### src/rtl/kbd_event_decoder_if.sv
// Bus bundle between the keyboard event decoder, the PS/2 receiver and the CPU read path.
// The master drives the receiver head byte and the CPU strobes; the slave is the decoder.
interface kbd_event_decoder_if #(
    parameter int PTR_W = 3
);
    logic [7:0]     kbd_data;
    logic           kbd_ready;
    logic           kbd_rdn;
    logic           ev_rd;
    logic           ev_valid;
    logic [31:0]    ev_data;
    logic [PTR_W:0] ev_count;
    logic           ev_overflow;
    logic           ovf_clr;

    modport master (
        output kbd_data, kbd_ready, ev_rd, ovf_clr,
        input  kbd_rdn, ev_valid, ev_data, ev_count, ev_overflow
    );

    modport slave (
        input  kbd_data, kbd_ready, ev_rd, ovf_clr,
        output kbd_rdn, ev_valid, ev_data, ev_count, ev_overflow
    );
endinterface

### src/rtl/kbd_event_decoder.sv
// Set-2 scancode parser: pops receiver bytes, tracks modifiers, translates to ASCII and
// queues one 32-bit key-event word per key transition for the CPU.
//
// state  | meaning
// F_IDLE | waiting for a receiver byte; pops it when ready
// F_WAIT | popped byte is presented to the parser for one cycle
// P_IDLE | no prefix seen
// P_E0   | extended prefix seen
// P_F0   | break prefix seen
// P_E0F0 | extended break prefix seen
module kbd_event_decoder #(
    parameter int FIFO_DEPTH = 8,
    parameter int PTR_W      = 3
) (
    input  logic                 clk,
    input  logic                 rst,
    kbd_event_decoder_if.slave   bus
);
    typedef enum logic       {F_IDLE, F_WAIT} fetch_e;
    typedef enum logic [1:0] {P_IDLE, P_E0, P_F0, P_E0F0} parse_e;

    localparam logic [PTR_W:0] DEPTH_C = (PTR_W+1)'(FIFO_DEPTH);

    fetch_e           f_q, f_d;
    parse_e           p_q, p_d;
    logic [7:0]       byte_q, byte_d;
    logic             byte_vld, kbd_rdn_c;
    logic             shift_q, shift_d, ctrl_q, ctrl_d, caps_q, caps_d, held_q, held_d;
    logic             emit, brk, ext;
    logic [7:0]       ascii;
    logic [31:0]      ev_word;
    logic [31:0]      mem_q [FIFO_DEPTH];
    logic [PTR_W-1:0] wr_ptr_q, wr_ptr_d, rd_ptr_q, rd_ptr_d;
    logic [PTR_W:0]   count_q, count_d;
    logic             ovf_q, ovf_d;
    logic             pop, full, push_ok, drop;

    function automatic logic [7:0] ascii_of(input logic [7:0] code, input logic sh,
                                            input logic upper);
        logic [7:0] a;
        logic       letter;
        a      = 8'h00;
        letter = 1'b1;
        case (code)
            8'h1C: a = "a";  8'h32: a = "b";  8'h21: a = "c";  8'h23: a = "d";
            8'h24: a = "e";  8'h2B: a = "f";  8'h34: a = "g";  8'h33: a = "h";
            8'h43: a = "i";  8'h3B: a = "j";  8'h42: a = "k";  8'h4B: a = "l";
            8'h3A: a = "m";  8'h31: a = "n";  8'h44: a = "o";  8'h4D: a = "p";
            8'h15: a = "q";  8'h2D: a = "r";  8'h1B: a = "s";  8'h2C: a = "t";
            8'h3C: a = "u";  8'h2A: a = "v";  8'h1D: a = "w";  8'h22: a = "x";
            8'h35: a = "y";  8'h1A: a = "z";
            default: letter = 1'b0;
        endcase
        if (letter) begin
            if (upper) a = a - 8'h20;
        end else begin
            case (code)
                8'h16: a = sh ? "!" : "1";
                8'h1E: a = sh ? "@" : "2";
                8'h26: a = sh ? "#" : "3";
                8'h25: a = sh ? "$" : "4";
                8'h2E: a = sh ? "%" : "5";
                8'h36: a = sh ? "^" : "6";
                8'h3D: a = sh ? "&" : "7";
                8'h3E: a = sh ? "*" : "8";
                8'h46: a = sh ? "(" : "9";
                8'h45: a = sh ? ")" : "0";
                8'h29: a = 8'h20;
                8'h5A: a = 8'h0A;
                8'h66: a = 8'h08;
                8'h0D: a = 8'h09;
                8'h76: a = 8'h1B;
                default: a = 8'h00;
            endcase
        end
        return a;
    endfunction

    always_ff @(posedge clk) begin
        if (rst) begin
            f_q      <= F_IDLE;
            p_q      <= P_IDLE;
            byte_q   <= '0;
            shift_q  <= 1'b0;
            ctrl_q   <= 1'b0;
            caps_q   <= 1'b0;
            held_q   <= 1'b0;
            wr_ptr_q <= '0;
            rd_ptr_q <= '0;
            count_q  <= '0;
            ovf_q    <= 1'b0;
        end else begin
            f_q      <= f_d;
            p_q      <= p_d;
            byte_q   <= byte_d;
            shift_q  <= shift_d;
            ctrl_q   <= ctrl_d;
            caps_q   <= caps_d;
            held_q   <= held_d;
            wr_ptr_q <= wr_ptr_d;
            rd_ptr_q <= rd_ptr_d;
            count_q  <= count_d;
            ovf_q    <= ovf_d;
        end
    end

    // ready is ignored in F_WAIT, so the receiver gets a cycle to advance its head byte
    always_comb begin
        f_d       = f_q;
        byte_d    = byte_q;
        kbd_rdn_c = 1'b1;
        byte_vld  = 1'b0;
        case (f_q)
            F_IDLE: begin
                if (bus.kbd_ready && !rst) begin
                    byte_d    = bus.kbd_data;
                    kbd_rdn_c = 1'b0;
                    f_d       = F_WAIT;
                end
            end
            F_WAIT: begin
                byte_vld = 1'b1;
                f_d      = F_IDLE;
            end
            default: f_d = F_IDLE;
        endcase
    end

    always_comb begin
        p_d     = p_q;
        emit    = 1'b0;
        shift_d = shift_q;
        ctrl_d  = ctrl_q;
        caps_d  = caps_q;
        held_d  = held_q;
        brk     = (p_q == P_F0) || (p_q == P_E0F0);
        ext     = (p_q == P_E0) || (p_q == P_E0F0);
        if (byte_vld) begin
            case (p_q)
                P_IDLE: begin
                    if (byte_q == 8'hE0)      p_d = P_E0;
                    else if (byte_q == 8'hF0) p_d = P_F0;
                    else if (!(byte_q inside {8'h00, 8'hAA, 8'hFA, 8'hFE, 8'hFF})) emit = 1'b1;
                end
                P_E0: begin
                    if (byte_q == 8'hF0)      p_d = P_E0F0;
                    else if (byte_q != 8'hE0) emit = 1'b1;
                end
                default: emit = 1'b1;
            endcase
        end
        if (emit) begin
            p_d = P_IDLE;
            if (!ext && (byte_q == 8'h12 || byte_q == 8'h59)) shift_d = !brk;
            if (byte_q == 8'h14) ctrl_d = !brk;
            if (!ext && byte_q == 8'h58) begin
                if (!brk) begin
                    if (!held_q) caps_d = !caps_q;
                    held_d = 1'b1;
                end else begin
                    held_d = 1'b0;
                end
            end
        end
        ascii   = ext ? 8'h00 : ascii_of(byte_q, shift_d, shift_d ^ caps_d);
        ev_word = {11'd0, caps_d, ctrl_d, shift_d, ext, brk, byte_q, ascii};
    end

    assign pop     = bus.ev_rd && (count_q != '0);
    assign full    = (count_q == DEPTH_C);
    assign push_ok = emit && (!full || pop);
    assign drop    = emit && full && !pop;

    always_ff @(posedge clk) begin
        if (push_ok) mem_q[wr_ptr_q] <= ev_word;
    end

    // a drop in the same cycle as ovf_clr keeps the flag set
    always_comb begin
        wr_ptr_d = wr_ptr_q;
        rd_ptr_d = rd_ptr_q;
        count_d  = count_q;
        ovf_d    = ovf_q;
        if (push_ok) wr_ptr_d = wr_ptr_q + PTR_W'(1);
        if (pop)     rd_ptr_d = rd_ptr_q + PTR_W'(1);
        if (push_ok && !pop)      count_d = count_q + (PTR_W+1)'(1);
        else if (!push_ok && pop) count_d = count_q - (PTR_W+1)'(1);
        if (drop)             ovf_d = 1'b1;
        else if (bus.ovf_clr) ovf_d = 1'b0;
    end

    assign bus.kbd_rdn     = kbd_rdn_c;
    assign bus.ev_valid    = (count_q != '0);
    assign bus.ev_data     = mem_q[rd_ptr_q];
    assign bus.ev_count    = count_q;
    assign bus.ev_overflow = ovf_q;
endmodule

### src/flat_wrapper.sv
// flat-port wrapper written by rule: the top's interface ports become plain ports
module kbd_event_decoder_flat 
#(
    parameter int FIFO_DEPTH = 8,
    parameter int PTR_W      = 3
)
  (clk, rst, bus_kbd_data, bus_kbd_ready, bus_ev_rd, bus_ovf_clr, bus_kbd_rdn, bus_ev_valid, bus_ev_data, bus_ev_count, bus_ev_overflow);
  kbd_event_decoder_if #(.PTR_W(PTR_W)) bus_i ();
  input  logic clk;
  input  logic rst;
  input wire logic [$bits(bus_i.kbd_data)-1:0] bus_kbd_data;
  input wire logic [$bits(bus_i.kbd_ready)-1:0] bus_kbd_ready;
  input wire logic [$bits(bus_i.ev_rd)-1:0] bus_ev_rd;
  input wire logic [$bits(bus_i.ovf_clr)-1:0] bus_ovf_clr;
  output wire logic [$bits(bus_i.kbd_rdn)-1:0] bus_kbd_rdn;
  output wire logic [$bits(bus_i.ev_valid)-1:0] bus_ev_valid;
  output wire logic [$bits(bus_i.ev_data)-1:0] bus_ev_data;
  output wire logic [$bits(bus_i.ev_count)-1:0] bus_ev_count;
  output wire logic [$bits(bus_i.ev_overflow)-1:0] bus_ev_overflow;
  assign bus_i.kbd_data = bus_kbd_data;
  assign bus_i.kbd_ready = bus_kbd_ready;
  assign bus_i.ev_rd = bus_ev_rd;
  assign bus_i.ovf_clr = bus_ovf_clr;
  assign bus_kbd_rdn = bus_i.kbd_rdn;
  assign bus_ev_valid = bus_i.ev_valid;
  assign bus_ev_data = bus_i.ev_data;
  assign bus_ev_count = bus_i.ev_count;
  assign bus_ev_overflow = bus_i.ev_overflow;
  kbd_event_decoder #(.FIFO_DEPTH(FIFO_DEPTH), .PTR_W(PTR_W)) u_core (.clk(clk), .rst(rst), .bus(bus_i));
endmodule
### config.mk
export PLATFORM = sky130hd
export DESIGN_NAME = kbd_event_decoder_flat
export DESIGN_NICKNAME = d
export VERILOG_FILES = /design/src/rtl/kbd_event_decoder_if.sv /design/src/rtl/kbd_event_decoder.sv /design/src/flat_wrapper.sv
export SDC_FILE = /design/constraint.sdc
export NUM_CORES = 1
export LEC_CHECK = 0
export BUFFER_PORTS_ARGS = -buffer_cell sky130_fd_sc_hd__buf_2
export CORE_MARGIN = 2
export CORE_UTILIZATION = 50
export CTS_CLUSTER_SIZE = 16
export DETAILED_ROUTE_END_ITERATION = 16
export PLACE_DENSITY_LB_ADDON = 0.1
export SETUP_SLACK_MARGIN = 0.05
export SKIP_LAST_GASP = 1
export SLEW_MARGIN = 20
export SYNTH_ARGS = -nofsm -noshare
export SYNTH_HDL_FRONTEND = slang
export SYNTH_SLANG_ARGS = --single-unit
### constraint.sdc
create_clock -name clk -period 5.2 [get_ports clk]
set_clock_uncertainty 0.05 [all_clocks]
set_input_delay 0 -clock clk [delete_from_list [all_inputs] [get_ports clk]]
set_output_delay 0 -clock clk [all_outputs]
set_load 0.005 [all_outputs]
==> run metrics <==
total track usage 21.9%; antenna-violating nets left 0; FILL cells ~1400; clock root cell clkbuf_16; Buffers & Inverters on Critical Path 0; GRT met2 Usage 34.8%; HP Class in -> reg; Hold Path Sink u_core.byte_q[7]; first-pass GRT wire length 30100 um; fmax 255 MHz; share of layout cells above drive strength 1 26.5%; max-slew headroom at the worst pin 19.4%; Finish-stage setup viols 0; initial antenna violation count 0; Ports 52; TritonCTS clock tree built; Period minus WS final a little under 4 ns; VDD IR max 0.000253 V; Critical Path Source Type flop; final hold violation count 0; DRC errors left 0; clk slew on worst S/H paths 0.07 ns; FF+latch count, synth a little under 200; clk buf depth 2; Area Overhead vs Synth 12.6%; vias in the first global route 5205; R2R cell count 8; result of the run completed; fin crit share 75.3%; total core area 17400 sq um; FFs w/ async S/R, synth 0%; Top Usage Layer GRT met2; DR vias between 5000 and 6000; ys flop type edfxtp_1; Pwr per Cell Area 373 nW/um^2; Skew-Pair Late Insertion Delay 0.43 ns; final instance area around 10000 sq um; Mean Syn Cell Area 14.9 sq um; largest net degree at the start of global routing 43; Pleak 3.31 nW; Syn. warnings 0; htree depth 4; Hold Path Depth 4; Total Wirelength approximately 20000 um; initial drt markers 517; Vias/cell 6.01; delay-heaviest family, CP compound AO/OA/AOI/OAI gates; reg-to-reg setup timing slack 1.28 ns; Nets 661; Max Slew Vio Count 0; GRT overflow 0; crit-path max cell delay 1.13 ns; HP Start bus_kbd_data[7]; met3 usage approximately 4.4%; post-synthesis sequential area ratio a little over three fifths; die area 18900 sq um; final setup TNS 0 ns; post-synth cell types 77; crit-path cells nand2b_1 -> nor3_1 -> a31oi_1 -> o2111ai_4 -> nor2_4 -> ha_1 -> o21bai_1 -> a21oi_1; worst slew pin tran roughly 1.2 ns; post-cts resize count 0; RSZ-0062 raised after global routing no; EDFF count, synth 168; DIE WIDTH 137 um; TritonRoute pass-1 iters 8; cell depth of the worst setup path 8; Tot Pwr 3.75 mW; final cell count without fillers roughly 900; worst path required time 5.29 ns; Area after DPL 9300 sq um; met1 Usage GRT 31.0%; chip height 137 um; Sink Count ~200; number of max-cap violations 0; CP Max Fanout 36; WS Path Type reg -> reg; DP HPWL around 12000 um; Wirelength per Cell 22.3 um; antenna cells 0; CP Data Arrival Time 4.00 ns; synthesized area roughly 8900 sq um; RR Startpoint u_core.byte_q[5]; Port Buffers 40; GP Congestion approximately 0.9; highest-delay cell along the critical path dfxtp_1; Crit. End Element flop; num rows 48; post-placement cell count 833; initial core utilization 51.3%; CTS Buf Count 17; Gate Count Post-Synth 599; Worst R2R End u_core.mem_q[5][5]
-- flip-flops by register name, indices dropped and copies added (netlist names), named ones only --
register and count:
u_core.ctrl_q 1, u_core.rd_ptr_q 3, u_core.bus.ev_count 4, u_core.wr_ptr_q 3, u_core.mem_q 168, u_core.shift_q 1, u_core.held_q 1, u_core.f_q 1
u_core.p_q 2, u_core.caps_q 1, u_core.byte_q 8, u_core.bus.ev_overflow 1
-- stage by stage --
stage	setup slack (ns)	util (%)	hold slack, ns
finish	1.28	57.8	0.253
global route	1.04	57.8	0.259
floorplan	0.987	-	0.0585
global placement	1.62	53.6	0.152
CTS	1.40	57.8	0.236
detailed placement	1.46	53.6	0.152
-- worst register-to-register path: stages, from the launching register on --
cell       delay [ns]
dfxtp_1          1.13
nand2b_1         0.45
nor3_1           0.43
a31oi_1          0.22
o2111ai_4        0.33
nor2_4           0.08
ha_1             0.28
o21bai_1         0.15
a21oi_1          0.51
-- final cells by class --
type | instances | area, sq um | share of cell area (%)
Timing Repair Buffer | 70 | 458 | 4.57
Multi-Input combinational cell | 341 | 3020 | 30.1
Clock buffer | 19 | 433 | 4.32
Inverter | 13 | 48.8 | 0.487
Tap cell | 225 | 282 | 2.81
Clock inverter | 13 | 164 | 1.63
Sequential cell | 197 | 5630 | 56.1
-- per-layer routing --
metal  wire, um  vias to the layer above
met4        226                        0
met3        883                       14
met5          0                        -
met1       8920                     2683
li1           -                     2398
met2       9510                      180
-- layout by cell type (no fill, tap or decap), drive strengths merged, types with 4 or more instances in the layout --
master,count
mux2i,4
a211oi,4
nor2,37
clkbuf,19
a21oi,19
o31ai,6
inv,19
nor4,11
conb,11
o21ai,14
xor2,7
nor3,13
nand3,7
dfxtp,29
buf,57
or2,4
nor2b,4
ha,7
or4b,4
nand2b,19
a31oi,6
mux2,21
mux4,42
edfxtp,168
o22ai,5
nand3b,4
nand2,27
xnor2,6
nor4b,4
nor3b,5
dlygate4sd3,13
-- synth_stat cells, drive strengths merged (11+ instances only) --
library cell | number | share of area [%]
nor4 | 11 | 0.77
mux4 | 42 | 11
a21oi | 19 | 1.1
edfxtp | 168 | 57
nand2 | 27 | 1.1
buf | 33 | 2.2
nor3 | 13 | 0.79
nand2b | 19 | 1.3
o21ai | 14 | 0.83
nor2 | 37 | 1.6
inv | 13 | 0.55
mux2 | 21 | 2.7
clkbuf | 25 | 1.1
dfxtp | 29 | 6.5
-- how the worst max path moves through the flow --
stage,end,slack (ns),startpoint
final,u_core.mem_q[5][5],1.28,u_core.byte_q[5]
after global routing,u_core.mem_q[2][5],1.04,u_core.byte_q[5]
after CTS,u_core.mem_q[2][5],1.40,u_core.byte_q[5]
after detailed placement,u_core.mem_q[1][5],1.46,u_core.byte_q[5]
after global placement,u_core.mem_q[0][5],1.62,u_core.byte_q[1]
after floorplan,u_core.mem_q[1][0],0.99,u_core.byte_q[6]
-- power by group --
group | switching (mW) | total [mW] | internal [mW] | leakage [nW]
clock network | 0.597 | 1.32 | 0.727 | 0.284
registers | 0.0572 | 1.81 | 1.75 | 1.76
logic | 0.298 | 0.614 | 0.315 | 1.26
total | 0.952 | 3.75 | 2.79 | 3.31
-- cell families after synthesis --
family          Yosys count  synth area share [%]
buf+inv                  71                  3.82
xor+xnor                 13                  1.28
simple gates            155                  9.70
other cells               1                0.0421
mux                      67                  13.8
compound gates           87                  6.99
flops                   197                  63.2
fa+ha+maj                 8                  1.21
-- repair_timing --
item	in CTS	in global routing
hold endpoints to repair	27	0
hold buffers	13	0
setup buffers	0	0
Power figures use the tool's default switching activity.
